File: config.mk
export PLATFORM = sky130hd
export DESIGN_NAME = iob_sync_handshake_rx
export DESIGN_NICKNAME = d
export VERILOG_FILES = /design/src/rtl/iob_cdc_pkg.sv /design/src/rtl/iob_sync_srst.sv /design/src/rtl/iob_sync_handshake_rx.sv
export SDC_FILE = /design/constraint.sdc
export NUM_CORES = 1
export LEC_CHECK = 0
export BUFFER_PORTS_ARGS = -buffer_cell sky130_fd_sc_hd__buf_2
export CAP_MARGIN = 25
export CORE_AREA = 2 2 68 86
export CTS_CLUSTER_DIAMETER = 80
export CTS_CLUSTER_SIZE = 28
export DETAILED_ROUTE_END_ITERATION = 10
export DIE_AREA = 0 0 70 88
export GPL_ROUTABILITY_DRIVEN = 0
export PLACE_DENSITY = 0.7
export RECOVER_POWER = 50
export SYNTH_ARGS = -nofsm -noshare
export SYNTH_HDL_FRONTEND = slang
export SYNTH_HIERARCHICAL = 1
export SYNTH_SLANG_ARGS = --single-unit
File: constraint.sdc
create_clock -name clk -period 1.3 [get_ports clk]
set_clock_uncertainty 0.2 [all_clocks]
set_input_delay 0.26 -clock clk [delete_from_list [all_inputs] [get_ports clk]]
set_output_delay 0.26 -clock clk [all_outputs]
set_load 0.05 [all_outputs]
File: src/rtl/iob_cdc_pkg.sv
// Definitions shared by the toggle-handshake CDC sender and receiver blocks.
// Holds the handshake FSM encoding and the synchronizer depth.
package iob_cdc_pkg;

   localparam int SYNC_STAGES = 2;

   typedef enum logic {
      IDLE = 1'b0,
      HOLD = 1'b1
   } hs_state_e;

endpackage

File: src/rtl/iob_sync_srst.sv
// Multi-flop synchronizer for asynchronous inputs, synchronous active-high reset.
// Depth comes from the shared CDC package so sender and receiver stay matched.
module iob_sync_srst
   import iob_cdc_pkg::*;
#(
   parameter int               WIDTH   = 1,
   parameter logic [WIDTH-1:0] RST_VAL = '0
) (
   input  logic             clk,
   input  logic             rst,
   input  logic [WIDTH-1:0] d_i,
   output logic [WIDTH-1:0] q_o
);

   logic [WIDTH-1:0] stage_q [SYNC_STAGES];
   logic [WIDTH-1:0] stage_d [SYNC_STAGES];

   assign stage_d[0] = d_i;

   genvar gi;
   generate
      for (gi = 1; gi < SYNC_STAGES; gi++) begin : g_chain
         assign stage_d[gi] = stage_q[gi-1];
      end
   endgenerate

   always_ff @(posedge clk) begin
      for (int i = 0; i < SYNC_STAGES; i++) begin
         if (rst) stage_q[i] <= RST_VAL;
         else     stage_q[i] <= stage_d[i];
      end
   end

   assign q_o = stage_q[SYNC_STAGES-1];

endmodule

File: src/rtl/iob_sync_handshake_rx.sv
// Receiving side of a toggle-handshake multi-bit CDC: synchronizes the request
// toggle, captures the sender's word, offers it via valid/ready and toggles ack.
module iob_sync_handshake_rx
   import iob_cdc_pkg::*;
#(
   parameter int                DATA_W  = 32,
   parameter logic [DATA_W-1:0] RST_VAL = '0,
   parameter int                CNT_W   = 16
) (
   input  logic              clk,
   input  logic              rst,
   input  logic              req_tgl_i,
   input  logic [DATA_W-1:0] data_i,
   output logic              ack_tgl_o,
   output logic [DATA_W-1:0] data_o,
   output logic              valid_o,
   input  logic              ready_i,
   output logic              err_o,
   output logic [CNT_W-1:0]  xfer_cnt_o
);

   hs_state_e         state_q, state_d;
   logic              req_seen_q, req_seen_d;
   logic [DATA_W-1:0] data_q, data_d;
   logic              ack_q, ack_d;
   logic              err_q, err_d;
   logic [CNT_W-1:0]  cnt_q, cnt_d;
   logic              req_s;
   logic              new_req;

   iob_sync_srst #(
      .WIDTH   (1),
      .RST_VAL (1'b0)
   ) u_req_sync (
      .clk (clk),
      .rst (rst),
      .d_i (req_tgl_i),
      .q_o (req_s)
   );

   assign new_req = (req_s != req_seen_q);

   always_comb begin
      state_d    = state_q;
      req_seen_d = req_seen_q;
      data_d     = data_q;
      ack_d      = ack_q;
      err_d      = err_q;
      cnt_d      = cnt_q;
      case (state_q)
         IDLE: begin
            // data_i is guaranteed stable here: the sender holds it until ack.
            if (new_req) begin
               data_d     = data_i;
               req_seen_d = req_s;
               state_d    = HOLD;
            end
         end
         HOLD: begin
            // A second toggle before our ack is a sender fault; absorb it once.
            if (new_req) begin
               err_d      = 1'b1;
               req_seen_d = req_s;
            end
            if (ready_i) begin
               ack_d   = ~ack_q;
               cnt_d   = cnt_q + CNT_W'(1);
               state_d = IDLE;
            end
         end
         default: state_d = IDLE;
      endcase
   end

   always_ff @(posedge clk) begin
      if (rst) begin
         state_q    <= IDLE;
         req_seen_q <= 1'b0;
         data_q     <= RST_VAL;
         ack_q      <= 1'b0;
         err_q      <= 1'b0;
         cnt_q      <= '0;
      end else begin
         state_q    <= state_d;
         req_seen_q <= req_seen_d;
         data_q     <= data_d;
         ack_q      <= ack_d;
         err_q      <= err_d;
         cnt_q      <= cnt_d;
      end
   end

   assign valid_o    = (state_q == HOLD);
   assign data_o     = data_q;
   assign ack_tgl_o  = ack_q;
   assign err_o      = err_q;
   assign xfer_cnt_o = cnt_q;

endmodule
Word-level counts from Yosys, hierarchy flattened --
Memories as Yosys holds them, arrays and structs flattened. Cells that the tools add are included.
Storage, ports and cells: register bits after elaboration 52, bits in writable memories 2, output and inout bits 51, word-level logic and storage cells 25, memories kept 1
Cells by class: mux-type cells 9, $add $sub $neg 1, equal/unequal tests 1, bitwise gates (word level) 4, reductions and logical operators 3
Memories:
- u_req_sync.stage_q | depth 2, width 1, read ports 2, clocked after Yosys merged registers in 0, write ports 2, RTL line iob_sync_srst.sv:15 | logic [WIDTH-1:0] stage_q [SYNC_STAGES];
Operators with widths (count):
- adder 16 x 1 -> 16 bit (second input constant) | 1
- two-way mux 1 bit | 8
- AND reduction 2 bit | 3
- NOT 1 bit | 2
- OR 1 bit | 2
- case mux 1 bit (2 select lines) | 1
- != test 1 bit | 1

Longest topological paths before layout --
word-level depth 3, gate-level depth with buffers 6

Hierarchy --
Netlist, hierarchy kept.
By module, submodules not included:
- iob_sync_handshake_rx | seq. area each 1041.0 um^2, area an instance 2015.7 um^2, instances 1, cells an instance 236
- iob_sync_srst | seq. area each 40.0 um^2, area an instance 52.6 um^2, instances 1, cells an instance 4

Least setup slack after synthesis --
Ideal clock, no wire load.
path type reg2reg, from register cnt_q[0], in the netlist xfer_cnt_o[0], to register cnt_q[12], in the netlist xfer_cnt_o[12], stages on the path, launching flop included 6, setup slack -593 ps, data arrival time 1565 ps, buffers on the path 0, path through dfxtp_1 ha_1 nand3_2 nor4_2 xnor2_1 nor2_1
On the way: cells in the longest elaborated chain, start to end 1
RTL lines:
- from (decl) | RTL line iob_sync_handshake_rx.sv:27 | logic [CNT_W-1:0] cnt_q, cnt_d;
- from (signal assigned) | RTL line iob_sync_handshake_rx.sv:89 | cnt_q <= cnt_d;
- adder 16 x 1 -> 16 bit | RTL line iob_sync_handshake_rx.sv:67 | cnt_d = cnt_q + CNT_W'(1);
Every way passes these cells. A chain may end at the register's enable or synchronous reset.

==> summary.md <==
| Metric | Value |
|---|---|
| Status | `finished with violations` |
| Failing checks | `negative setup slack` |
| Crit start category | `flop` |
| Total Wirelength | `8510 um` |
| Pwr Density | `851 nW/um^2` |
| Number of global-route vias before repair | `2278` |
| Final hold violations | `0` |
| Final setup fails | `61` |
| Initial drt markers | `123` |
| TritonCTS clock tree | `done` |
| Rows | `30` |
| Worst-path clk slew | `0.10 ns` |
| Clk root buf | `clkbuf_8` |
| Post-Syn Nets | `277` |
| Endpoint class of the critical path | `flop` |
| Longest Clk Path Bufs | `2` |
| Worst hold path class | `in -> reg` |
| Critical path required time | `1.34 ns` |
| Total CTS buffers | `5` |
| Boundary Pins | `87` |
| Syn. warnings | `6` |
| DR vias/cell | `5.08` |
| Final net count | `446` |
| Clock Latency Late Sink | `0.31 ns` |
| Filler Cells Inserted | `257` |
| Core area | `5330 um^2` |
| Buffers on Ports | `86` |
| Yosys reg bits | `54` |
| Area taken by multi-input logic gates | `1310 um^2` |
| PnR Total Power | `3.84 mW` |
| CP max FO | `8` |
| Hpwl dp | `3430 um` |
| WS Path Type | `reg -> reg` |
| Period minus WS final | `1.56 ns` |
| ANT nets after route | `0` |
| Period utilisation layout | `120%` |
| Post-layout instance area | `4510 um^2` |
| Layout cells sized above 1 | `68.8%` |
| Initial antenna violation count | `0` |
| Largest net degree at the start of global routing | `31` |
| Die Height | `88 um` |
| GR Util All Layers | `22.4%` |
| Max Freq | `640 MHz` |
| Initial Utilization | `38.8%` |
| Remaining DRCs | `0` |
| Critical path arrival | `1.60 ns` |
| Max cap viols | `0` |
| Post-route worst setup slack | `-0.262 ns` |
| N_diodes | `0` |
| Post-DP Area | `2840 um^2` |
| Layout Utilization | `84.7%` |
| Area delta synth->final | `118%` |
| Worst-Margin Slew | `0.358 ns` |
| TNS Setup | `-10.51 ns` |
| RSZ-0062 raised after global routing | `true` |
| Die Wd | `70 um` |
| Grt total ovfl | `0` |
| Routed len/inst | `18.0 um` |
| Sequential area share after synthesis | `52.3%` |
| Slew headroom | `75.9%` |
| H-tree depth | `2` |
| Slew Viols, Final | `0` |
| Mapped Cells | `240` |
| Seq. cell area | `1180 um^2` |
| Die Footprint | `6160 um^2` |
| First-pass GRT wire length | `10900 um` |
| Cell variety after synth | `27` |
| Max VDD drop | `645 uV` |
| DR vias | `2407` |
| Mapped Area | `2070 um^2` |
| Clk sinks | `54` |
| Avg Inst Size Synth | `8.62 um^2` |
| DR pass1 iterations | `5` |
| P_leak | `2.01 nW` |
[registers in the layout (all words and copies together), names as in the netlist]
signal	flops
u_req_sync/stage_q	2
data_o	32
xfer_cnt_o	16
req_seen_q	1
ack_tgl_o	1
valid_o	1
err_o	1
[layout by cell type, fill, tap and decap left out, types with 4 or more instances in the layout]
| master | count |
|---|---|
| xnor2_1 | 8 |
| nor2b_1 | 4 |
| nand2_4 | 22 |
| buf_4 | 29 |
| xor2_1 | 5 |
| buf_2 | 35 |
| dlygate4sd3_1 | 33 |
| dfxtp_4 | 15 |
| nor2_1 | 16 |
| clkbuf_8 | 6 |
| nand2_1 | 40 |
| clkbuf_16 | 4 |
| nor4_4 | 4 |
| a21oi_1 | 7 |
| buf_12 | 4 |
| a21oi_2 | 29 |
| dfxtp_2 | 37 |
| nand2_2 | 8 |
| buf_8 | 28 |
| buf_6 | 44 |
| nand4_1 | 4 |
[cell usage after synthesis, drive strengths merged]
master | count | area, um^2
ha | 1 | 12.5
a211oi | 1 | 7.51
buf | 6 | 46.3
nand2 | 70 | 263
nor2 | 16 | 60.1
nand3 | 3 | 20.0
nor2b | 5 | 31.3
mux2 | 1 | 11.3
xor2 | 6 | 52.6
and4 | 1 | 8.76
or3 | 2 | 12.5
a21oi | 36 | 180
nand4 | 6 | 58.8
nor4 | 5 | 71.3
nand2b | 1 | 6.26
inv | 3 | 11.3
xnor2 | 8 | 70.1
nor3 | 4 | 20.0
clkbuf | 9 | 33.8
o21ai | 2 | 10.0
dfxtp | 54 | 1080
[layer usage]
layer	routed length (um)	GRT usage (%)	vias to the layer above
li1	-	-	1128
met5	0	0	-
met1	3000	23.7	1167
met3	354	3.68	13
met2	5010	43.9	99
met4	145	9.44	0
[kinds of logic (layout without fill, tap and decap cells)]
logic type,after synthesis,after routing,synth area share [%]
mux,1,1,0.544
buf+inv,18,187,4.42
simple gates,113,114,26.7
fa+ha+maj,1,1,0.605
xor+xnor,14,14,5.93
flops,54,54,52.3
compound gates,39,39,9.56
[per-stage QoR]
step,setup slack (ns),hold slack (ns),std cells
2_1_floorplan,-0.233,0.132,240
3_3_place_gp,-0.177,0.220,405
3_5_place_dp,-0.192,0.227,405
4_1_cts,-0.131,0.0204,463
5_1_grt,-0.343,0.0394,474
6_report,-0.262,0.0421,474
[final timing paths]
kind | startpoint | to | slack, ns | depth (start not counted)
max | u_req_sync/stage_q[1]$_SDFF_PP0_ | data_o[16]$_SDFFE_PP0P_ | -0.26 | 6
min | rst | valid_o$_SDFF_PP0_ | 0.04 | 2
max reg2reg | u_req_sync/stage_q[1]$_SDFF_PP0_ | data_o[16]$_SDFFE_PP0P_ | -0.26 | 6
min reg2reg | u_req_sync/stage_q[0]$_SDFF_PP0_ | u_req_sync/stage_q[1]$_SDFF_PP0_ | 0.25 | 1
[worst max-delay path, cell delays in order (launching register included)]
cell,delay (ns)
dfxtp_2,0.37
xor2_2,0.21
nor2b_4,0.20
buf_6,0.13
clkbuf_16,0.17
nand2_1,0.07
a21oi_1,0.13
[power breakdown]
part | switching (mW) | leakage, nW | internal, mW | total (mW)
clock network | 0.562 | 0.0678 | 0.667 | 1.23
registers | 0.0533 | 0.467 | 1.69 | 1.75
logic | 0.477 | 1.48 | 0.386 | 0.863
[repair_timing]
action	CTS	global route
endpoints found under the hold margin	33	0
buffers inserted	15	9
gates cloned	2	2
pin swaps	12	56
gates resized for setup	167	121
hold buffers	33	0
endpoints found under the setup margin	95	92
[cell type report]
| cell class | instances | share of cell area (%) |
|---|---|---|
| Tap cell | 64 | 1.77 |
| Timing Repair Buffer | 176 | 39.8 |
| Inverter | 3 | 0.249 |
| Sequential cell | 54 | 26.2 |
| Multi-Input combinational cell | 169 | 29.0 |
| Clock buffer | 8 | 2.94 |
Note: power is estimated with default switching activity, not from simulation.
